**src/rtl/decode_issue_stage.sv**
```systemverilog
// decode_issue_stage: RV64 decode, 32x64 integer register file and one registered issue slot to EX.
// Latency: 1 cycle from the if_valid/if_ready transfer edge to ex_valid; operands are captured at that edge.
// Backpressure: if_ready = !ex_valid | ex_ready (forced 1 during flush); stalled slot outputs held bit-stable.
// Optional feature macro RF_WB_BYPASS_EN: a same-cycle writeback is forwarded to rs1/rs2 reads.
module decode_issue_stage #(
  parameter int          XLEN        = 64,
  parameter int          NREGS       = 32,
  parameter logic [3:0]  ILLEGAL_OPR = 4'hF
) (
  input  logic            clk,
  input  logic            rst,
  input  logic            if_valid,
  output logic            if_ready,
  input  logic [31:0]     if_instr,
  input  logic [XLEN-1:0] if_pc,
  input  logic            wb_en,
  input  logic [4:0]      wb_rd,
  input  logic [XLEN-1:0] wb_data,
  input  logic            flush,
  input  logic            ex_ready,
  output logic            ex_valid,
  output logic [3:0]      ex_alu_opr,
  output logic [XLEN-1:0] ex_op1,
  output logic [XLEN-1:0] ex_op2,
  output logic [XLEN-1:0] ex_store_data,
  output logic [XLEN-1:0] ex_imm,
  output logic [XLEN-1:0] ex_pc,
  output logic [4:0]      ex_rd,
  output logic            ex_reg_write,
  output logic            ex_mem_read,
  output logic            ex_mem_write,
  output logic            ex_branch,
  output logic            ex_illegal
);

  logic [XLEN-1:0] rf [NREGS];

  logic [6:0]      opcode;
  logic [2:0]      funct3;
  logic [6:0]      funct7;
  logic [4:0]      rd, rs1, rs2;
  logic [XLEN-1:0] imm_i, imm_s, imm_b;
  logic [XLEN-1:0] rs1_val, rs2_val;
  logic            transfer;

  logic [3:0]      d_opr;
  logic [XLEN-1:0] d_op1, d_op2, d_sd, d_imm;
  logic [4:0]      d_rd;
  logic            d_rw, d_mr, d_mw, d_br, d_ill, legal;

  assign opcode = if_instr[6:0];
  assign funct3 = if_instr[14:12];
  assign funct7 = if_instr[31:25];
  assign rd     = if_instr[11:7];
  assign rs1    = if_instr[19:15];
  assign rs2    = if_instr[24:20];
  assign imm_i  = {{(XLEN-12){if_instr[31]}}, if_instr[31:20]};
  assign imm_s  = {{(XLEN-12){if_instr[31]}}, if_instr[31:25], if_instr[11:7]};
  assign imm_b  = {{(XLEN-13){if_instr[31]}}, if_instr[31], if_instr[7], if_instr[30:25],
                   if_instr[11:8], 1'b0};

  // Flush drops the incoming instruction but still reports ready so fetch is never blocked by it.
  assign if_ready = flush | ~ex_valid | ex_ready;
  assign transfer = if_valid & if_ready & ~flush;

  // Register file: x0 is never written; reset clears every entry in one cycle and masks writeback.
  always_ff @(posedge clk) begin
    if (rst) begin
      for (int i = 0; i < NREGS; i++) rf[i] <= '0;
    end else if (wb_en && wb_rd != 5'd0) begin
      rf[wb_rd] <= wb_data;
    end
  end

  // Operand read; x0 always reads zero, optional same-cycle writeback forwarding.
  always_comb begin
    rs1_val = (rs1 == 5'd0) ? '0 : rf[rs1];
    rs2_val = (rs2 == 5'd0) ? '0 : rf[rs2];
`ifdef RF_WB_BYPASS_EN
    if (wb_en && wb_rd != 5'd0 && wb_rd == rs1) rs1_val = wb_data;
    if (wb_en && wb_rd != 5'd0 && wb_rd == rs2) rs2_val = wb_data;
`endif
  end

  // Instruction decode into ALU op, operands and control; anything unrecognised becomes illegal.
  always_comb begin
    legal = 1'b1;
    d_opr = 4'd0;
    d_op1 = '0;
    d_op2 = '0;
    d_sd  = '0;
    d_imm = '0;
    d_rd  = 5'd0;
    d_rw  = 1'b0;
    d_mr  = 1'b0;
    d_mw  = 1'b0;
    d_br  = 1'b0;
    d_ill = 1'b0;
    case (opcode)
      7'b0110011: begin
        d_op1 = rs1_val;
        d_op2 = rs2_val;
        d_rd  = rd;
        d_rw  = 1'b1;
        case ({funct7, funct3})
          {7'h00, 3'd0}: d_opr = 4'd0;
          {7'h20, 3'd0}: d_opr = 4'd1;
          {7'h00, 3'd1}: d_opr = 4'd2;
          {7'h00, 3'd4}: d_opr = 4'd3;
          {7'h00, 3'd5}: d_opr = 4'd4;
          {7'h00, 3'd6}: d_opr = 4'd5;
          {7'h00, 3'd7}: d_opr = 4'd6;
          default:       legal = 1'b0;
        endcase
      end
      7'b0010011: begin
        // Shift immediates carry a 6-bit shamt; upper imm bits must be zero (srai is not supported).
        d_op1 = rs1_val;
        d_op2 = imm_i;
        d_imm = imm_i;
        d_rd  = rd;
        d_rw  = 1'b1;
        case (funct3)
          3'd0: d_opr = 4'd0;
          3'd4: d_opr = 4'd3;
          3'd6: d_opr = 4'd5;
          3'd7: d_opr = 4'd6;
          3'd1: begin d_opr = 4'd2; legal = (if_instr[31:26] == 6'd0); end
          3'd5: begin d_opr = 4'd4; legal = (if_instr[31:26] == 6'd0); end
          default: legal = 1'b0;
        endcase
      end
      7'b0000011: begin
        d_op1 = rs1_val;
        d_op2 = imm_i;
        d_imm = imm_i;
        d_rd  = rd;
        d_rw  = 1'b1;
        d_mr  = 1'b1;
        legal = (funct3 == 3'd3);
      end
      7'b0100011: begin
        d_op1 = rs1_val;
        d_op2 = imm_s;
        d_imm = imm_s;
        d_sd  = rs2_val;
        d_mw  = 1'b1;
        legal = (funct3 == 3'd3);
      end
      7'b1100011: begin
        d_op1 = rs1_val;
        d_op2 = rs2_val;
        d_imm = imm_b;
        d_br  = 1'b1;
        case (funct3)
          3'd0:    d_opr = 4'd7;
          3'd1:    d_opr = 4'd8;
          3'd4:    d_opr = 4'd9;
          3'd5:    d_opr = 4'hA;
          default: legal = 1'b0;
        endcase
      end
      default: legal = 1'b0;
    endcase
    if (!legal) begin
      d_opr = ILLEGAL_OPR;
      d_op1 = '0;
      d_op2 = '0;
      d_sd  = '0;
      d_imm = '0;
      d_rd  = 5'd0;
      d_rw  = 1'b0;
      d_mr  = 1'b0;
      d_mw  = 1'b0;
      d_br  = 1'b0;
      d_ill = 1'b1;
    end
  end

  // Issue slot: reset > flush > load on transfer > drain when EX consumes; otherwise hold.
  always_ff @(posedge clk) begin
    if (rst) begin
      ex_valid      <= 1'b0;
      ex_alu_opr    <= 4'd0;
      ex_op1        <= '0;
      ex_op2        <= '0;
      ex_store_data <= '0;
      ex_imm        <= '0;
      ex_pc         <= '0;
      ex_rd         <= 5'd0;
      ex_reg_write  <= 1'b0;
      ex_mem_read   <= 1'b0;
      ex_mem_write  <= 1'b0;
      ex_branch     <= 1'b0;
      ex_illegal    <= 1'b0;
    end else if (flush) begin
      ex_valid <= 1'b0;
    end else if (transfer) begin
      ex_valid      <= 1'b1;
      ex_alu_opr    <= d_opr;
      ex_op1        <= d_op1;
      ex_op2        <= d_op2;
      ex_store_data <= d_sd;
      ex_imm        <= d_imm;
      ex_pc         <= if_pc;
      ex_rd         <= d_rd;
      ex_reg_write  <= d_rw;
      ex_mem_read   <= d_mr;
      ex_mem_write  <= d_mw;
      ex_branch     <= d_br;
      ex_illegal    <= d_ill;
    end else if (ex_ready) begin
      ex_valid <= 1'b0;
    end
  end

endmodule

```
**config.mk**
```make
export PLATFORM = sky130hd
export DESIGN_NAME = decode_issue_stage
export DESIGN_NICKNAME = d
export VERILOG_FILES = /design/src/rtl/decode_issue_stage.sv
export SDC_FILE = /design/constraint.sdc
export NUM_CORES = 2
export LEC_CHECK = 0
export BUFFER_PORTS_ARGS = -buffer_cell sky130_fd_sc_hd__buf_4
export CORE_UTILIZATION = 30
export DETAILED_ROUTE_END_ITERATION = 16
export HOLD_SLACK_MARGIN = 0.03
export PLACE_DENSITY = 0.44
export RECOVER_POWER = 25
export SLEW_MARGIN = 20
export SYNTH_ARGS = -nofsm -noshare
export SYNTH_HDL_FRONTEND = slang
export SYNTH_SLANG_ARGS = --single-unit
```
**constraint.sdc**
```tcl
create_clock -name clk -period 4.3 [get_ports clk]
set_input_delay 0.215 -clock clk [delete_from_list [all_inputs] [get_ports clk]]
set_output_delay 0.215 -clock clk [all_outputs]
set_load 0.01 [all_outputs]
```
==> results by group <==
Timing
  • Relative slew slack: -58.4%
  • Slew Viols, Final: 1347
  • Setup WS post-layout: 481 ps
  • Max Clock Skew: 38.7 ps
  • Post-Route Setup TNS: 0 ps
  • Hold Fails Final Rpt: 0
  • Slew of the pin with the lowest slew margin: 2380 ps
  • Max Clk Rate: 0.262 GHz
  • Fin crit period: 3820 ps
  • Unrepaired setup endpoints after global routing: false
  • Min Hold Slack: 100 ps
  • Final setup fails: 0
  • Period utilization: 88.8%

Worst setup path
  • Crit path kind: in2reg
  • CP max FO: 33
  • CP Launch Type: input port
  • CP max-delay cell: or2_1
  • Data arrival time of the critical path: 4390 ps
  • Req. time, crit path: 4870 ps
  • CP Capture Type: flop
  • CP peak stage delay: 1480 ps
  • CP cell instances: dlygate4sd3_1, buf_8, nor2b_1, clkbuf_1, nand3_1, buf_4, nor2_1, or2_1, buf_12

Floorplanning
  • Die height: 630 µm
  • Chip width: 630 µm
  • Initial Utilization: 30.1%
  • Row cnt: 230
  • Boundary Pins: 507
  • Die area: 397000 µm²
  • Core ar.: 393000 µm²

Logic synthesis
  • Ys Warns: 0
  • Asr flop ratio synth: 0%
  • Synthesized area per cell: 13.8 µm²
  • Share of the yosys chip area belonging to registers: 56.8%
  • Synth unique cells: 69
  • Synth top area share: 52.0%
  • Seq cells post-synth: 2332
  • Mapped Cells: 8540
  • Yosys top cell by area: edfxtp_1
  • Synth Cell Area: 118000 µm²
  • Post-synth top flop: edfxtp_1
  • Number of synthesized flops with an enable pin: 2048
  • Synth top area cells: edfxtp_1 (52%), mux4_2 (14%), and2_1 (11%), mux2i_1 (5.4%), dfxtp_1 (4.8%)

GRT
  • First-pass GRT wire length: 766000 µm
  • Largest net degree at the start of global routing: 115
  • Vias in the first global route: 82900
  • Initial antenna violation count: 81
  • Total track usage: 28.4%
  • Remaining Overflow, GRT: 0

Routing
  • Routed met2 length: 259000 µm
  • Post-DR wirelength/cell: 39.7 µm
  • Initial DRC count: 12100
  • Highest metal used: met5
  • ANT nets after route: 0
  • DRC: 0
  • Met3 wire length: 59500 µm
  • Routed vias/inst: 5.81
  • Met1 wire length: 228000 µm
  • DR vias: 84300
  • Detailed Routing Iterations Pass 1: 6
  • Overall routed net length: 576000 µm

Clock tree
  • CTS max path bufs: 4
  • Number of buffers created by CTS: 285
  • TritonCTS clock tree: built
  • Root buf cell: clkbuf_16
  • Worst-path clk slew: 60 ps
  • TritonCTS Sinks: 2332
  • Worst skew pair latency: 920 ps
  • H-tree levels: 5
  • Cts repair resizes: 0

Pwr
  • Total power: 57.4 mW
  • Peak VDD IR: 267 µV
  • Leakage: 48.7 nW
  • Power per cell area: 412 nW/µm²

Layout
  • Share of cells above drive strength 1: 20.8%
  • Area grow syn2layout: 17.9%
  • Final nets: 9159

Outcome
  • Failing checks: capacitance limit, slew limit
  • Run status: finished, violations left

Place
  • RD Place Congestion: 0.935
  • DP Worst Slack: 536 ps
  • PortBufs: 506
  • Post-DP HPWL: 328000 µm

Hold path
  • Hold crit path type: in2reg

Run
  • Max_cap viols: 27
## per-stage QoR
| stage | instances | util (%) | cell area [µm²] |
|---|---|---|---|
| 3_3_place_gp | 13800 | 33.2 | 130000 |
| 5_1_grt | 14400 | 35.5 | 139000 |
| 4_1_cts | 14400 | 35.9 | 141000 |
| 6_report | 14500 | 35.5 | 139000 |
| 3_5_place_dp | 13800 | 33.2 | 130000 |
| 2_1_floorplan | 8603 | - | 119000 |
## metal layers
| metal | vias to the layer above | global-route usage, % |
|---|---|---|
| met4 | 20 | 12.8 |
| met5 | - | 0 |
| li1 | 33200 | - |
| met1 | 44500 | 37.5 |
| met2 | 5446 | 44.6 |
| met3 | 1098 | 6.23 |
## worst max-delay path: cells and delay by family
| kind | cells | cell delay [ps] |
|---|---|---|
| simple gates | 4 | 1920 |
| buf+inv | 5 | 2140 |
## cells in the mapped netlist (5+ instances only)
library cell	n
o22ai_1	106
o221ai_1	81
o211ai_2	22
buf_6	7
a211o_1	5
o21ai_1	48
and2_1	1988
nand2_1	391
mux2i_1	640
a22oi_1	376
o211ai_1	26
nor2b_1	19
a221o_1	28
buf_2	133
buf_1	65
and3_1	6
a311oi_1	13
nor2_1	123
a311o_1	6
nand2b_1	8
o21ai_0	64
edfxtp_1	2048
or2_2	35
nor3b_1	7
nor3_1	7
nand3b_1	17
mux4_2	736
buf_4	61
a31oi_1	19
nand4_1	5
a32oi_1	7
o31ai_1	5
clkbuf_1	696
a22o_1	12
mux2_2	67
a211oi_1	45
a2bb2oi_1	5
nand3_1	88
a21oi_1	200
dfxtp_1	284
## final timing paths
kind	start	end	slack, ps	cells past startpoint
max	rst	rf[19][56]	480	9
min	if_pc[62]	ex_pc[62]	100	4
max reg2reg	ex_valid	ex_imm[9]	1200	8
min reg2reg	ex_store_data[27]	ex_store_data[27]	450	2
## power by group
part	internal, mW	switching [mW]	total [mW]
clock network	13.9	10.2	24.1
logic	2.54	4.45	7.00
registers	25.7	0.587	26.3
## cell families (layout without fill, tap and decap cells)
kind of cell           count (synthesis)  count (layout)  share of synthesized area (%)
AO/OA/AOI/OAI                       1082            1082                           6.43
other                                  1             138                        0.00317
flip-flops                          2332            2332                           56.8
buffers and inverters                966            1569                           3.44
multiplexers                        1443            1443                           20.1
XOR/XNOR                               2               2                         0.0148
AND/OR/NAND/NOR                     2714            2714                           13.2
## layout make-up
cell class	count	area, µm²
tap	5220	6530
fill	37700	253000
clock buffer	387	7920
inverter	4	20.0
antenna	74	185
sequential	2332	67200
clock inverter	118	1060
multi-input combinational	5305	47700
timing repair buffer	1060	8930
## cell usage in the layout, fill, tap and decap left out, types with 16 or more instances in the layout
master,netlist,layout
clkinv_1,0,46
buf_12,0,128
and2_0,0,65
clkbuf_8,0,20
a31oi_1,19,16
nand3_1,88,87
nor2_1,123,100
bufinv_16,0,17
dlygate4sd3_1,0,169
mux2i_1,640,640
o221ai_1,81,81
a211oi_1,45,44
conb_1,1,64
a21oi_1,200,200
o211ai_1,26,26
edfxtp_1,2048,2048
clkbuf_16,0,295
o21ai_0,64,62
or2_4,0,25
a221o_1,28,28
buf_4,61,443
mux2_2,67,67
o21ai_1,48,49
nand3b_1,17,17
clkbuf_4,0,18
mux4_2,736,736
a22oi_1,376,376
diode_2,0,74
clkinv_2,0,37
nand2_1,391,389
dfxtp_1,284,284
o211ai_2,22,22
clkbuf_1,696,359
nor2_4,0,22
and2_1,1988,1920
o22ai_1,106,106
## flip-flops by register name (all words and copies together) (netlist names), 4 cells and up
name           flops
ex_pc             64
ex_store_data     64
ex_op2            64
ex_imm            13
rf              2048
ex_rd              5
ex_op1            64
ex_alu_opr         4
## timing repair
action,4_1_cts,5_1_grt
buffers inserted,0,0
hold buffers,168,1
endpoints found under the hold margin,2114,1
Note: power is estimated with default switching activity, not from simulation.
